==> src/rtl/scratch_burst_master_if.sv <==
// Wishbone bus bundle between scratch_burst_master and a burst-capable slave.
// Signal names are from the initiator's point of view.
//   cyc_o/stb_o/we_o  : cycle, strobe, write enable
//   cti_o             : cycle type (000 classic, 010 incrementing, 111 end of burst)
//   sel_o             : eight 13-bit lane selects
//   adr_o             : beat address (16-byte aligned)
//   dat_o / dat_i     : 104-bit write / read data
//   ack_i / bok_i     : slave acknowledge / burst-ok
interface scratch_burst_master_if;
    logic         cyc_o;
    logic         stb_o;
    logic         we_o;
    logic [2:0]   cti_o;
    logic [7:0]   sel_o;
    logic [15:0]  adr_o;
    logic [103:0] dat_o;
    logic         ack_i;
    logic         bok_i;
    logic [103:0] dat_i;

    modport master (
        output cyc_o, stb_o, we_o, cti_o, sel_o, adr_o, dat_o,
        input  ack_i, bok_i, dat_i
    );

    modport slave (
        input  cyc_o, stb_o, we_o, cti_o, sel_o, adr_o, dat_o,
        output ack_i, bok_i, dat_i
    );
endinterface

==> src/rtl/scratch_burst_master.sv <==
// Wishbone initiator turning one line request into 1..MAX_BEATS beats of 104-bit data,
// using an incrementing burst when the slave accepts it and classic cycles otherwise.
// Ports:
//   clk_i, rst_i                  : clock, asynchronous active-high reset
//   req_*_i                       : request strobe, direction, address, beat count, lane selects
//   busy_o, done_o, err_o         : request in progress, completion pulse, timeout pulse
//   wr_beat_o, wr_dat_i           : index of the write beat on the bus and its data
//   rd_vld_o, rd_beat_o, rd_dat_o : registered read beat stream
//   wb_io                         : Wishbone bus (master modport)
module scratch_burst_master #(
    parameter int unsigned MAX_BEATS = 4,
    parameter int unsigned TIMEOUT   = 255
) (
    input  logic         clk_i,
    input  logic         rst_i,
    input  logic         req_i,
    input  logic         req_we_i,
    input  logic [15:0]  req_adr_i,
    input  logic [2:0]   req_len_i,
    input  logic [7:0]   req_sel_i,
    output logic         busy_o,
    output logic         done_o,
    output logic         err_o,
    output logic [2:0]   wr_beat_o,
    input  logic [103:0] wr_dat_i,
    output logic         rd_vld_o,
    output logic [2:0]   rd_beat_o,
    output logic [103:0] rd_dat_o,
    scratch_burst_master_if.master wb_io
);
    localparam int unsigned CntW       = $clog2(TIMEOUT + 1);
    localparam logic [CntW-1:0] CntLast = CntW'(TIMEOUT - 1);
    localparam logic [2:0] MaxLen      = 3'(MAX_BEATS);
    localparam logic [2:0] CtiClassic  = 3'b000;
    localparam logic [2:0] CtiInc      = 3'b010;
    localparam logic [2:0] CtiEnd      = 3'b111;

    typedef enum logic [1:0] {StIdle, StActive, StGap} state_e;

    state_e         state_q, state_d;
    logic           cyc_q, cyc_d, stb_q, stb_d, we_q, we_d;
    logic [2:0]     cti_q, cti_d;
    logic [7:0]     sel_q, sel_d;
    logic [15:0]    adr_q, adr_d;
    logic [2:0]     len_q, len_d, beat_q, beat_d, wr_beat_q, wr_beat_d;
    logic           burst_q, burst_d;
    logic [CntW-1:0] cnt_q, cnt_d;
    logic           busy_q, busy_d, done_q, done_d, err_q, err_d;
    logic           rd_vld_q, rd_vld_d;
    logic [2:0]     rd_beat_q, rd_beat_d;
    logic [103:0]   rd_dat_q, rd_dat_d;

    logic [2:0] len_eff;
    logic [2:0] beat_nxt;
    logic       last_beat;
    logic       burst_nxt;
    logic       unused_adr;

    assign unused_adr = ^req_adr_i[3:0];

    // Requested length with 0 promoted to a single beat and oversize clamped.
    always_comb begin
        len_eff = req_len_i;
        if (req_len_i == 3'd0) begin
            len_eff = 3'd1;
        end else if (req_len_i > MaxLen) begin
            len_eff = MaxLen;
        end
    end

    assign beat_nxt  = beat_q + 3'd1;
    assign last_beat = (beat_q == len_q - 3'd1);

    always_comb begin
        state_d   = state_q;
        cyc_d     = cyc_q;
        stb_d     = stb_q;
        we_d      = we_q;
        cti_d     = cti_q;
        sel_d     = sel_q;
        adr_d     = adr_q;
        len_d     = len_q;
        beat_d    = beat_q;
        wr_beat_d = wr_beat_q;
        burst_d   = burst_q;
        cnt_d     = cnt_q;
        busy_d    = busy_q;
        done_d    = 1'b0;
        err_d     = 1'b0;
        rd_vld_d  = 1'b0;
        rd_beat_d = rd_beat_q;
        rd_dat_d  = rd_dat_q;
        // A slave refusing burst on the first ack drops us to classic cycles.
        burst_nxt = burst_q && !((beat_q == 3'd0) && !wb_io.bok_i);

        unique case (state_q)
            StIdle: begin
                if (req_i) begin
                    len_d     = len_eff;
                    we_d      = req_we_i;
                    sel_d     = req_sel_i;
                    adr_d     = {req_adr_i[15:4], 4'h0};
                    beat_d    = 3'd0;
                    wr_beat_d = 3'd0;
                    burst_d   = (len_eff > 3'd1);
                    cti_d     = (len_eff > 3'd1) ? CtiInc : CtiClassic;
                    cyc_d     = 1'b1;
                    stb_d     = 1'b1;
                    busy_d    = 1'b1;
                    cnt_d     = '0;
                    state_d   = StActive;
                end
            end
            StActive: begin
                if (wb_io.ack_i) begin
                    cnt_d = '0;
                    if (!we_q) begin
                        rd_vld_d  = 1'b1;
                        rd_beat_d = beat_q;
                        rd_dat_d  = wb_io.dat_i;
                    end
                    if (last_beat) begin
                        cyc_d   = 1'b0;
                        stb_d   = 1'b0;
                        we_d    = 1'b0;
                        cti_d   = CtiClassic;
                        done_d  = 1'b1;
                        busy_d  = 1'b0;
                        state_d = StIdle;
                    end else begin
                        beat_d    = beat_nxt;
                        wr_beat_d = beat_nxt;
                        adr_d     = adr_q + 16'd16;
                        burst_d   = burst_nxt;
                        if (burst_nxt) begin
                            cti_d = (beat_nxt == len_q - 3'd1) ? CtiEnd : CtiInc;
                        end else begin
                            cti_d   = CtiClassic;
                            stb_d   = 1'b0;
                            state_d = StGap;
                        end
                    end
                end else if (cnt_q == CntLast) begin
                    cyc_d   = 1'b0;
                    stb_d   = 1'b0;
                    we_d    = 1'b0;
                    cti_d   = CtiClassic;
                    done_d  = 1'b1;
                    err_d   = 1'b1;
                    busy_d  = 1'b0;
                    state_d = StIdle;
                end else begin
                    cnt_d = cnt_q + 1'b1;
                end
            end
            StGap: begin
                stb_d   = 1'b1;
                cnt_d   = '0;
                state_d = StActive;
            end
            default: state_d = StIdle;
        endcase
    end

    always_ff @(posedge clk_i or posedge rst_i) begin
        if (rst_i) begin
            state_q   <= StIdle;
            cyc_q     <= 1'b0;
            stb_q     <= 1'b0;
            we_q      <= 1'b0;
            cti_q     <= CtiClassic;
            sel_q     <= '0;
            adr_q     <= '0;
            len_q     <= 3'd1;
            beat_q    <= '0;
            wr_beat_q <= '0;
            burst_q   <= 1'b0;
            cnt_q     <= '0;
            busy_q    <= 1'b0;
            done_q    <= 1'b0;
            err_q     <= 1'b0;
            rd_vld_q  <= 1'b0;
            rd_beat_q <= '0;
            rd_dat_q  <= '0;
        end else begin
            state_q   <= state_d;
            cyc_q     <= cyc_d;
            stb_q     <= stb_d;
            we_q      <= we_d;
            cti_q     <= cti_d;
            sel_q     <= sel_d;
            adr_q     <= adr_d;
            len_q     <= len_d;
            beat_q    <= beat_d;
            wr_beat_q <= wr_beat_d;
            burst_q   <= burst_d;
            cnt_q     <= cnt_d;
            busy_q    <= busy_d;
            done_q    <= done_d;
            err_q     <= err_d;
            rd_vld_q  <= rd_vld_d;
            rd_beat_q <= rd_beat_d;
            rd_dat_q  <= rd_dat_d;
        end
    end

    assign busy_o      = busy_q;
    assign done_o      = done_q;
    assign err_o       = err_q;
    assign wr_beat_o   = wr_beat_q;
    assign rd_vld_o    = rd_vld_q;
    assign rd_beat_o   = rd_beat_q;
    assign rd_dat_o    = rd_dat_q;
    assign wb_io.cyc_o = cyc_q;
    assign wb_io.stb_o = stb_q;
    assign wb_io.we_o  = we_q;
    assign wb_io.cti_o = cti_q;
    assign wb_io.sel_o = sel_q;
    assign wb_io.adr_o = adr_q;
    assign wb_io.dat_o = wr_dat_i;
endmodule
==> src/flat_wrapper.sv <==
// flat-port wrapper written by rule: the top's interface ports become plain ports
module scratch_burst_master_flat 
#(
    parameter int unsigned MAX_BEATS = 4,
    parameter int unsigned TIMEOUT   = 255
)
  (clk_i, rst_i, req_i, req_we_i, req_adr_i, req_len_i, req_sel_i, busy_o, done_o, err_o, wr_beat_o, wr_dat_i, rd_vld_o, rd_beat_o, rd_dat_o, wb_io_cyc_o, wb_io_stb_o, wb_io_we_o, wb_io_cti_o, wb_io_sel_o, wb_io_adr_o, wb_io_dat_o, wb_io_ack_i, wb_io_bok_i, wb_io_dat_i);
  scratch_burst_master_if wb_io_i ();
  input  logic clk_i;
  input  logic rst_i;
  input  logic req_i;
  input  logic req_we_i;
  input  logic [15:0] req_adr_i;
  input  logic [2:0] req_len_i;
  input  logic [7:0] req_sel_i;
  output logic busy_o;
  output logic done_o;
  output logic err_o;
  output logic [2:0] wr_beat_o;
  input  logic [103:0] wr_dat_i;
  output logic rd_vld_o;
  output logic [2:0] rd_beat_o;
  output logic [103:0] rd_dat_o;
  output wire logic [$bits(wb_io_i.cyc_o)-1:0] wb_io_cyc_o;
  output wire logic [$bits(wb_io_i.stb_o)-1:0] wb_io_stb_o;
  output wire logic [$bits(wb_io_i.we_o)-1:0] wb_io_we_o;
  output wire logic [$bits(wb_io_i.cti_o)-1:0] wb_io_cti_o;
  output wire logic [$bits(wb_io_i.sel_o)-1:0] wb_io_sel_o;
  output wire logic [$bits(wb_io_i.adr_o)-1:0] wb_io_adr_o;
  output wire logic [$bits(wb_io_i.dat_o)-1:0] wb_io_dat_o;
  input wire logic [$bits(wb_io_i.ack_i)-1:0] wb_io_ack_i;
  input wire logic [$bits(wb_io_i.bok_i)-1:0] wb_io_bok_i;
  input wire logic [$bits(wb_io_i.dat_i)-1:0] wb_io_dat_i;
  assign wb_io_cyc_o = wb_io_i.cyc_o;
  assign wb_io_stb_o = wb_io_i.stb_o;
  assign wb_io_we_o = wb_io_i.we_o;
  assign wb_io_cti_o = wb_io_i.cti_o;
  assign wb_io_sel_o = wb_io_i.sel_o;
  assign wb_io_adr_o = wb_io_i.adr_o;
  assign wb_io_dat_o = wb_io_i.dat_o;
  assign wb_io_i.ack_i = wb_io_ack_i;
  assign wb_io_i.bok_i = wb_io_bok_i;
  assign wb_io_i.dat_i = wb_io_dat_i;
  scratch_burst_master #(.MAX_BEATS(MAX_BEATS), .TIMEOUT(TIMEOUT)) u_core (.clk_i(clk_i), .rst_i(rst_i), .req_i(req_i), .req_we_i(req_we_i), .req_adr_i(req_adr_i), .req_len_i(req_len_i), .req_sel_i(req_sel_i), .busy_o(busy_o), .done_o(done_o), .err_o(err_o), .wr_beat_o(wr_beat_o), .wr_dat_i(wr_dat_i), .rd_vld_o(rd_vld_o), .rd_beat_o(rd_beat_o), .rd_dat_o(rd_dat_o), .wb_io(wb_io_i));
endmodule
==> config.mk <==
export PLATFORM = sky130hd
export DESIGN_NAME = scratch_burst_master_flat
export DESIGN_NICKNAME = d
export VERILOG_FILES = /design/src/rtl/scratch_burst_master_if.sv /design/src/rtl/scratch_burst_master.sv /design/src/flat_wrapper.sv
export SDC_FILE = /design/constraint.sdc
export NUM_CORES = 1
export LEC_CHECK = 0
export BUFFER_PORTS_ARGS = -buffer_cell sky130_fd_sc_hd__buf_2
export CAP_MARGIN = 20
export CORE_AREA = 2 2 189 191
export DETAILED_ROUTE_END_ITERATION = 8
export DIE_AREA = 0 0 191 193
export GPL_ROUTABILITY_DRIVEN = 0
export PLACE_DENSITY = 0.46
export SETUP_SLACK_MARGIN = 0.3
export SLEW_MARGIN = 0
export SYNTH_ARGS = -nofsm -noshare
export SYNTH_HDL_FRONTEND = slang
export SYNTH_SLANG_ARGS = --single-unit
==> constraint.sdc <==
create_clock -name clk_i -period 6.3 [get_ports clk_i]
set_input_delay 0.63 -clock clk_i [delete_from_list [all_inputs] [get_ports clk_i]]
set_output_delay 0.63 -clock clk_i [all_outputs]
set_load 0.01 [all_outputs]
==> results by stage <==
Timing:
- The max-slew violation count is 0.
- The worst clock skew is ~8.4 ps.
- Measured against its own limit, the worst slew margin works out to between 40% and 50%.
- The smallest clock period supported by the final layout is computed as 2220 ps.
- Adding up every negative setup slack in the final design gives 0 ps.
- Setup repair after global routing left no endpoint under its margin.
- The number of failing setup endpoints in the final timing report is 0.
- The final clock period utilization by the worst path is a little over a third.
- The maximum frequency from static timing analysis is around 450 MHz.
- For the pin with the worst max-slew slack, the measured transition is between 700 and 800 ps.
- The final hold violation count was 0.

Clocking:
- The maximum root-to-sink buffer count is 2.
- The number of setup buffers added after CTS is 0.
- The tree is rooted in a sky130_fd_sc_hd__clkbuf_16.
- Clock tree synthesis found a total of between 150 and 200 sinks.
- The deepest level of the CTS H-tree is 4.
- After clock tree synthesis, the repair step resized 0 gates.
- The number of buffers created by CTS is 17.
- The later pin in the worst-skew pair is clocked with a latency of between 400 and 500 ps.
- The hold buffer count at cts is 0.
- The clock-pin slew on the worst setup and hold paths is ~60 ps.
- The CTS tree is done.

Synthesis:
- By area the synthesized netlist is led by sky130_fd_sc_hd__dfrtp_1, sky130_fd_sc_hd__mux2_2, sky130_fd_sc_hd__buf_4.
- Synthesis handed over a netlist of 606 instances.
- The synthesized design contains 0 enable-type register cells.
- Sequential elements use a little over half of the synthesized area.
- The mapped netlist covers between 7000 and 8000 sq um.
- Synthesis inferred ~150 register bits.
- The fraction of post-synthesis cell area in the top cell type by area is between 50% and 60%.
- The proportion of register bits with asynchronous set or reset after synthesis is 100%.
- Among all flip-flop cells after synthesis, the most frequent one is sky130_fd_sc_hd__dfrtp_1.
- The number of warning messages in the yosys log is 0.
- The biggest area consumer among synthesized cells is sky130_fd_sc_hd__dfrtp_1.
- The synthesized area divided by synthesized cell count is 11.9 sq um.
- The count of unique library cells instantiated by Yosys is 58.

Pwr:
- The clock share of power is about a fifth.
- The power share of the sequential group is a little under two fifths.
- In this run switching power makes up 36.6% of total power.
- The worst supply voltage drop on vdd is 0.000212 V.
- In this run, the combinational gates consume 41.7% of the power.
- The net switching power figure is approximately 1.7 mW.
- The internal power component is a little under 3 mW.
- The power per cell area is 530 nW/um^2.
- The total leakage power is between 4 and 5 nW.

Global routing:
- The pin count of the biggest net entering global routing is 58.
- The number of antenna violations at the first check in global routing is 1.
- The via count of the first global-routing pass is approximately 4,700.
- The residual overflow from global routing is 0.
- Global routing used between 10% and 20% of the available tracks.
- The first global-routing pass estimated 28.4 mm of wire.

Placed design:
- The detailed placer's ending HPWL is approximately 15 mm.
- The number of buffer cells added on primary ports is roughly 270.

Worst setup path:
- The launch instance of the worst register-to-register path is u_core.len_q[0].
- STA classifies the critical path endpoint as a flip-flop.
- The startpoint kind of the worst setup timing path is a flip-flop.
- The highest-delay cell along the critical path is sky130_fd_sc_hd__dfstp_2.
- Among cell families on the critical path, the largest total delay comes from compound AO/OA/AOI/OAI gates.
- The critical path class is reg2reg.
- The worst register-to-register path has a setup slack of between 4000 and 5000 ps.
- The depth of the worst register-to-register path is 6.
- Traced cell by cell, the critical path runs through inv_1 > ha_1 > xnor3_1 > a31o_4 > and2_4 > a211o_1.
- On the worst path, the slowest cell contributes a delay of ~540 ps.
- The endpoint identified for the worst register-to-register timing path is u_core.beat_q[2].
- The number of buffers and inverters on the critical path is 1.
- Along the worst path, the maximum fanout reaches 23.
- The data required time at the worst endpoint is roughly 6600 ps.
- For the worst setup path, the data arrival time is between 2000 and 3000 ps.

Drt:
- The number of vias per cell after detailed routing is 4.04.
- The detailed router's first-iteration violation count is approximately 130.
- After detailed routing, the number of remaining DRC violations is 0.
- The count of nets left with antenna violations once routing finished came out at 0.
- The routed design has around 20 mm of wire.
- The number of iterations in the first detailed-routing pass is 5.
- After detailed routing, the average wire length per cell comes to ~16 um.
- For this block, the via count after detailed routing is about 5,000.

Floorplanning:
- The row count is between 60 and 70.
- From bottom edge to top edge, the die measures between 150 and 200 um.
- Once the floorplan was initialized, standard cells occupied around a fifth of the core.
- The horizontal die dimension is about 190 um.
- The full die area is roughly 37,000 sq um.
- The I/O pin total is just under 500.
- The floorplan step defined a core boundary enclosing approximately 35,000 sq um.

Finish:
- The number of nets at the end of the flow is roughly 1,000.
- The synthesis-to-finish area growth is 22.0%.
- The repair_antennas step left the layout with diodes totalling 0.
- The post-route netlist has between 50% and 60% of its cells at a drive strength greater than 1.
- For this run, the share of the core covered by cells in the final layout is between 20 and 30%.

Run:
- The tool flagged a number of max-cap violations equal to 0.

Worst hold path:
- The type of the tightest min-delay check is in2async.

Outcome:
- The run finished with clean final reports.
how the worst max path moves through the flow:
stage	startpoint	end	cells after the start
floorplan	rst_i	u_core.beat_q[0]	1
global placement	wb_io_ack_i	u_core.rd_dat_o[80]	5
global route	u_core.len_q[0]	u_core.beat_q[2]	6
CTS	u_core.len_q[0]	u_core.beat_q[2]	6
detailed placement	wb_io_ack_i	u_core.rd_dat_o[82]	5
finish	u_core.len_q[0]	u_core.beat_q[2]	6
synthesized netlist by cell type (all sizes together) (2+ instances only):
cell and number:
a21oi 13, a22o 2, a22oi 3, a2bb2oi 4, a31o 2, a31oi 6, a41oi 2, and2 4
and3 2, and4 2, buf 130, clkbuf 6, dfrtp 151, ha 6, inv 15, mux2 107
mux2i 2, nand2 39, nand2b 2, nand3 14, nand3b 2, nand4 3, nor2 19, nor3 8
nor3b 3, nor4 2, o2111ai 2, o211ai 5, o21ai 15, o22a 3, o22ai 4, o31ai 2
or2 2, or3 3, or4 2, xnor2 2, xor2 3
through the flow:
stage / hold slack (ps) / cells / instance area [sq um] / setup WS, ps / total power [mW]
detailed placement: 464 / 1212 / 8270 / 3860 / 3.77
global placement: 461 / 1212 / 8270 / 3860 / 3.73
global route: 217 / 1242 / 8820 / 4000 / 5.04
floorplan: 457 / 609 / 7240 / 1580 / 3.06
finish: 197 / 1242 / 8820 / 4080 / 4.68
CTS: 201 / 1242 / 8820 / 4060 / 4.79
cells by family after synthesis:
kind of cell,after synthesis,synth area share (%)
XOR/XNOR,6,0.917
other,1,0.0519
flip-flops,152,52.6
adder cells (fa/ha/maj),6,1.04
buffers and inverters,151,14.1
multiplexers,109,16.9
AO/OA/AOI/OAI,73,7.08
AND/OR/NAND/NOR,108,7.22
state kept, by name, summed over array words and instances (netlist names):
signal,count
u_core.wb_io.cti_o,2
u_core.rd_dat_o,104
u_core.cnt_q,8
u_core.rd_beat_o,3
u_core.state_q,2
u_core.wb_io.sel_o,8
u_core.err_o,1
u_core.wb_io.stb_o,1
u_core.wb_io.adr_o,12
u_core.len_q,3
u_core.beat_q,3
u_core.rd_vld_o,1
u_core.done_o,1
u_core.burst_q,1
u_core.wb_io.cyc_o,1
u_core.wb_io.we_o,1
placed cells by master, fill, tap and decap left out, drive strengths merged, types with 3 or more instances in the layout:
| cell | netlist | routed |
|---|---|---|
| buf | 130 | 278 |
| dfrtp | 151 | 151 |
| mux2 | 107 | 107 |
| nand2 | 39 | 39 |
| clkbuf | 6 | 24 |
| nor2 | 19 | 19 |
| inv | 15 | 16 |
| o21ai | 15 | 15 |
| nand3 | 14 | 14 |
| a21oi | 13 | 13 |
| nor3 | 8 | 8 |
| a31oi | 6 | 6 |
| ha | 6 | 6 |
| o211ai | 5 | 5 |
| a2bb2oi | 4 | 4 |
| o22ai | 4 | 4 |
| conb | 1 | 4 |
| and2 | 4 | 4 |
| xor2 | 3 | 3 |
| a22oi | 3 | 3 |
| nand4 | 3 | 3 |
| or3 | 3 | 3 |
| o22a | 3 | 3 |
| nor3b | 3 | 3 |
layer usage:
| layer | GRT usage [%] | routed length (um) |
|---|---|---|
| met2 | 17.5 | 10200 |
| met4 | 3.67 | 297 |
| met1 | 11.4 | 7560 |
| met5 | 0 | 13 |
| met3 | 4.72 | 1920 |
final cells by class:
cell class | instances | area (sq um)
fillers | 3769 | 26100
flip-flops and latches | 152 | 3800
multi-input cells | 306 | 2420
repair buffers | 278 | 1410
well taps | 461 | 577
clock buffers | 24 | 482
clock inverters | 6 | 67.6
inverters | 15 | 61.3
power groups by stage:
stage	Combinational [mW]	Clock (mW)	Sequential [mW]
final	1.95	0.984	1.74
after global routing	2.15	1.07	1.81
after CTS	2.00	1.03	1.75
after detailed placement	2.00	0	1.77
after global placement	1.98	0	1.75
after floorplan	1.13	0	1.93
Note: power is estimated with default switching activity, not from simulation.
